**src/rtl/mem_arb_pkg.sv**
```systemverilog
// Shared types and default widths for the main-memory arbiter and the caches.
// The arbiter FSM states and the owner encoding live here so the cache blocks
// and the arbiter agree on them.
package mem_arb_pkg;

    localparam int ADDR_W_DEF = 32;
    localparam int LINE_W_DEF = 128;

    typedef enum logic [1:0] {
        IDLE = 2'd0,
        BUSY = 2'd1,
        RESP = 2'd2
    } state_t;

    typedef enum logic {
        OWN_I = 1'b0,
        OWN_D = 1'b1
    } owner_t;

endpackage

```
**src/rtl/mem_arb_pick.sv**
```systemverilog
// Combinational owner selection between the I-cache and D-cache requests.
// Build option MEM_ARB_RR_EN: when defined, simultaneous requests alternate
// using the last granted owner; otherwise the D-cache always wins a tie.
import mem_arb_pkg::*;

module mem_arb_pick (
`ifdef MEM_ARB_RR_EN
    input  owner_t last_owner,
`endif
    input  logic   ic_req,
    input  logic   dc_req,
    output logic   any_req,
    output owner_t grant
);

    // Pick the owner; grant is only meaningful while any_req is high.
    always_comb begin
        any_req = ic_req | dc_req;
        grant   = OWN_D;
`ifdef MEM_ARB_RR_EN
        if (ic_req && dc_req) begin
            grant = (last_owner == OWN_D) ? OWN_I : OWN_D;
        end else if (ic_req) begin
            grant = OWN_I;
        end
`else
        if (!dc_req && ic_req) begin
            grant = OWN_I;
        end
`endif
    end

endmodule

```
**src/rtl/mem_arbiter.sv**
```systemverilog
// Arbiter sharing the single main-memory port between the I-cache and D-cache.
// One transaction at a time: IDLE arbitrates, BUSY waits for mem_ack, RESP
// pulses the owner's done for one cycle. Build option MEM_ARB_RR_EN selects
// round-robin tie-breaking (see mem_arb_pick); default is D over I.
import mem_arb_pkg::*;

module mem_arbiter #(
    parameter int ADDR_W = ADDR_W_DEF,
    parameter int LINE_W = LINE_W_DEF
) (
    input  logic              clk,
    input  logic              rst_n,
    input  logic              ic_req,
    input  logic [ADDR_W-1:0] ic_addr,
    output logic              ic_done,
    output logic [LINE_W-1:0] ic_rdata,
    input  logic              dc_req,
    input  logic              dc_we,
    input  logic [ADDR_W-1:0] dc_addr,
    input  logic [LINE_W-1:0] dc_wdata,
    output logic              dc_done,
    output logic [LINE_W-1:0] dc_rdata,
    output logic              mem_req,
    output logic              mem_we,
    output logic [ADDR_W-1:0] mem_addr,
    output logic [LINE_W-1:0] mem_wdata,
    input  logic              mem_ack,
    input  logic [LINE_W-1:0] mem_rdata,
    output state_t            dbg_state
);

    // Handshake: each requester holds req (level) until it sees its one-cycle
    // done; mem_req is held high until the single-cycle mem_ack. mem_ack is
    // only honoured in BUSY.

    state_t state_q, state_d;
    // Owner of the current/most recent transaction; it doubles as the
    // round-robin history when that option is built in.
    owner_t owner_q;
    logic   any_req;
    owner_t grant;

    mem_arb_pick u_pick (
`ifdef MEM_ARB_RR_EN
        .last_owner (owner_q),
`endif
        .ic_req     (ic_req),
        .dc_req     (dc_req),
        .any_req    (any_req),
        .grant      (grant)
    );

    // FSM state register.
    always_ff @(posedge clk or negedge rst_n) begin
        if (!rst_n) state_q <= IDLE;
        else        state_q <= state_d;
    end

    // Next-state logic; RESP never arbitrates, so a pending request waits a cycle.
    always_comb begin
        state_d = state_q;
        case (state_q)
            IDLE:    if (any_req) state_d = BUSY;
            BUSY:    if (mem_ack) state_d = RESP;
            RESP:    state_d = IDLE;
            default: state_d = IDLE;
        endcase
    end

    // Request registers load on a grant and stay frozen through BUSY; read
    // data is captured into the owner's register on the ack.
    always_ff @(posedge clk or negedge rst_n) begin
        if (!rst_n) begin
            owner_q   <= OWN_I;
            mem_we    <= 1'b0;
            mem_addr  <= '0;
            mem_wdata <= '0;
            ic_rdata  <= '0;
            dc_rdata  <= '0;
        end else begin
            if (state_q == IDLE && any_req) begin
                owner_q <= grant;
                if (grant == OWN_D) begin
                    mem_we    <= dc_we;
                    mem_addr  <= dc_addr;
                    mem_wdata <= dc_wdata;
                end else begin
                    mem_we    <= 1'b0;
                    mem_addr  <= ic_addr;
                    mem_wdata <= '0;
                end
            end
            // Writebacks leave dc_rdata untouched.
            if (state_q == BUSY && mem_ack && !mem_we) begin
                if (owner_q == OWN_D) dc_rdata <= mem_rdata;
                else                  ic_rdata <= mem_rdata;
            end
        end
    end

    // Outputs decoded from registered state so reset forces them low at once.
    assign mem_req   = (state_q == BUSY);
    assign ic_done   = (state_q == RESP) && (owner_q == OWN_I);
    assign dc_done   = (state_q == RESP) && (owner_q == OWN_D);
    assign dbg_state = state_q;

endmodule
```
**config.mk**
```make
export PLATFORM = sky130hd
export DESIGN_NAME = mem_arbiter
export DESIGN_NICKNAME = d
export VERILOG_FILES = /design/src/rtl/mem_arb_pkg.sv /design/src/rtl/mem_arb_pick.sv /design/src/rtl/mem_arbiter.sv
export SDC_FILE = /design/constraint.sdc
export NUM_CORES = 1
export LEC_CHECK = 0
export ABC_AREA = 1
export CORE_AREA = 2 2 294 296
export DETAILED_ROUTE_END_ITERATION = 8
export DIE_AREA = 0 0 296 298
export SETUP_SLACK_MARGIN = 0.3
export SYNTH_ARGS = -nofsm -noshare
export SYNTH_HDL_FRONTEND = slang
export SYNTH_HIERARCHICAL = 1
export SYNTH_SLANG_ARGS = --single-unit
```
**constraint.sdc**
```tcl
create_clock -name clk -period 1.24 [get_ports clk]
set_input_delay 0.186 -clock clk [delete_from_list [all_inputs] [get_ports clk]]
set_output_delay 0.186 -clock clk [all_outputs]
set_load 0.03 [all_outputs]
```
==> impl_metrics.json <==
{
  "chipHeight_um": 298,
  "criticalPathCategory": "flip-flop to flip-flop",
  "dp_hpwl_mm": 51.98,
  "synth-seq-area-share_pct": 62.86,
  "drc": 0,
  "layout-drive-gt1-share_pct": 35.68,
  "start_util_pct": 19.70,
  "antenna_left": 0,
  "yosys_register_bits": 420,
  "io-pin-count": 748,
  "drv_slew": 0,
  "cts_tree": "done",
  "numCtsBuffers": 48,
  "htree_num_levels": 2,
  "cp_max_fo": 7,
  "crit_required_ns": 1.72,
  "path_common_cell": "buf_6",
  "crit_slowest_cell": "dfrtp_1",
  "clock.fmax_ghz": 0.5622,
  "grt_max_degree": 40,
  "antenna_found_initial": 0,
  "clock_power_share_pct": 16.1,
  "finalSetupViolations": 841,
  "ys_types": 14,
  "clock-sinks": 420,
  "p_leak_uw": 0.01599,
  "vias_per_cell": 4.150,
  "cp_cell_sequence": "buf_6, buf_6, nor2_4, buf_6, nand4_1, buf_6, buf_12, buf_16, buf_16, nand2_2, nand2_1",
  "grt_overflow_total": 0,
  "clk_pin_slew_worst_paths_ns": 0.06,
  "ir_drop_mv": 1.554,
  "wl_mm": 74.04,
  "antenna_cells": 0,
  "hold_viol": 0,
  "post-route-util_pct": 38.01,
  "nNetsFinal": 3148,
  "wl_per_cell_um": 18.50,
  "core_area_mm2": 0.08488,
  "syn_nets": 2243,
  "synth_area_mm2": 0.01672,
  "violations": "negative setup slack",
  "power_uw": 92400,
  "die_area_mm2": 0.08821,
  "stdcell_count": 4003,
  "worst_pin_slew_ns": 0.3560,
  "syn_inst": 1917,
  "gp_congestion": 0.8663,
  "drv_cap": 0,
  "grtUsageTotal_pct": 15.71,
  "p_sw_share_pct": 42.81,
  "p_sw_uw": 39550,
  "insertion_delay_ns": 0.59,
  "whs_ns": 0.1263,
  "layout_setup_ws_ns": -0.5388,
  "area_growth_pct": 92.96,
  "io_buffer_count": 747,
  "seqPwrFrac_pct": 28.0,
  "cp_slowest_stage_delay_ns": 0.39,
  "die_w_um": 296,
  "hold_path_class": "primary input to flip-flop",
  "drt-pass1-iter-count": 5,
  "comb_power_share_pct": 55.9,
  "run_status": "finished, violations left",
  "syn_area_per_cell_um2": 8.721,
  "slew_headroom_pct": 76.27,
  "fin_worst_skew_ns": 0.01590,
  "internal-power_uw": 52840,
  "ys_warn_count": 6,
  "vias": 16610,
  "drtIter0Drc": 739,
  "rsz0062_at_grt": "yes",
  "crit_path_end_kind": "flip-flop",
  "grt_pass1_wl_mm": 106.1,
  "clock_tree.root_cell": "clkbuf_16",
  "critical_path_arrival_ns": 2.26,
  "grt_pass1_vias": 16940,
  "power_density_mw_per_mm2": 2864,
  "period_needed_ns": 1.779,
  "fillers": 8426,
  "rows": 107,
  "placed_cells": 3820,
  "finalCritPeriodShare_pct": 143.5,
  "worstSetupStartpointType": "flip-flop",
  "clockBufferDepth": 3
}
==> flip-flops by register name (all words and copies together), names as in the netlist <==
| name | count |
|---|---|
| ic_rdata | 128 |
| mem_addr | 32 |
| mem_we | 1 |
| owner_q | 1 |
| mem_wdata | 128 |
| dc_rdata | 128 |
| dbg_state | 2 |
==> power by group through the flow <==
stage | clock network, uW | logic [uW] | registers [uW]
2_1_floorplan | 0 | 9750 | 35000
3_3_place_gp | 0 | 45300 | 24700
3_5_place_dp | 0 | 45700 | 24700
4_1_cts | 15300 | 49000 | 25100
5_1_grt | 15800 | 54700 | 26600
6_report | 14900 | 51600 | 25900
==> area by class of cell <==
| type | instances | area, um2 | share of cell area [%] |
|---|---|---|---|
| Tap cell | 1144 | 1431 | 4.437 |
| Timing Repair Buffer | 982 | 11940 | 37.01 |
| Clock buffer | 66 | 1350 | 4.185 |
| Inverter | 9 | 41.29 | 0.1280 |
| Clock inverter | 21 | 272.8 | 0.8455 |
| Multi-Input combinational cell | 1361 | 6710 | 20.80 |
| Sequential cell | 420 | 10520 | 32.60 |
==> cell usage in the layout, fill, tap and decap left out, drive strengths merged <==
| master | count |
|---|---|
| buf | 646 |
| bufinv | 6 |
| clkbuf | 76 |
| clkdlybuf4s50 | 324 |
| clkinv | 9 |
| clkinvlp | 4 |
| dfrtp | 420 |
| dlygate4sd3 | 2 |
| inv | 11 |
| nand2 | 1094 |
| nand3 | 258 |
| nand4 | 2 |
| nor2 | 3 |
| nor3 | 2 |
| o21ai | 1 |
| o31ai | 1 |
==> critical path, delay by kind of cell (launching register included) <==
| family | cells | cell delay (ns) |
|---|---|---|
| buffers and inverters | 7 | 0.93 |
| DFF | 1 | 0.39 |
| and+or+nand+nor | 4 | 0.35 |
==> routing by layer <==
layer	up-vias	global-route usage, %	wire [um]
li1	7839	-	-
met5	-	0	0
met2	623	28.14	38040
met1	8063	18.48	28620
met3	88	3.976	5643
met4	0	4.113	1735
==> logic make-up (layout without fill, tap and decap cells) <==
| logic type | count (synthesis) | after routing | synth area share (%) |
|---|---|---|---|
| flops | 420 | 420 | 62.86 |
| compound gates | 2 | 2 | 0.07483 |
| buf+inv | 136 | 1078 | 4.498 |
| simple gates | 1359 | 1359 | 32.56 |
==> worst paths after layout <==
kind                            slack, ns  depth (start not counted)         start            end
worst min register to register       0.48                          2  ic_rdata[91]   ic_rdata[91]
min in group asynchronous            0.17                          3         rst_n   ic_rdata[37]
worst max register to register      -0.54                         11  dbg_state[1]   ic_rdata[57]
worst min-delay path                 0.13                          3  dc_wdata[37]  mem_wdata[37]
max in group asynchronous            0.32                          3         rst_n   dc_rdata[75]
worst max-delay path                -0.54                         11  dbg_state[1]   ic_rdata[57]
==> metrics by stage <==
stage          setup TNS [ns]  area [um2]  setup slack, ns
2_1_floorplan          -81.97       16740          -0.2571
3_3_place_gp          -177.13       27660          -0.5179
3_5_place_dp          -179.36       27660          -0.5257
4_1_cts               -196.55       30760          -0.6402
5_1_grt               -250.59       32260          -0.6242
6_report              -194.15       32260          -0.5388
==> cells in the mapped netlist <==
cell,instances,area [um2]
nor3_1,2,10.01
buf_4,48,360.4
nor2_2,3,18.77
inv_2,2,7.510
o21ai_0,1,5.000
o31ai_1,1,7.510
nand3_1,257,1286
inv_1,7,26.28
dfrtp_1,420,10510
nand2_1,1094,4106
nand3_2,1,10.01
buf_2,49,245.2
nand4_1,2,12.51
clkbuf_1,30,112.6
==> timing repair <==
| action | CTS | global route |
|---|---|---|
| endpoints found under the hold margin | 420 | 0 |
| cloned | 16 | 11 |
| hold buffers | 2 | 0 |
| setup endpoints to repair | 841 | 848 |
| pin swaps | 5 | 19 |
| resized for setup | 1127 | 326 |
| setup buffers | 58 | 9 |
(Power assumes the default switching activity.)
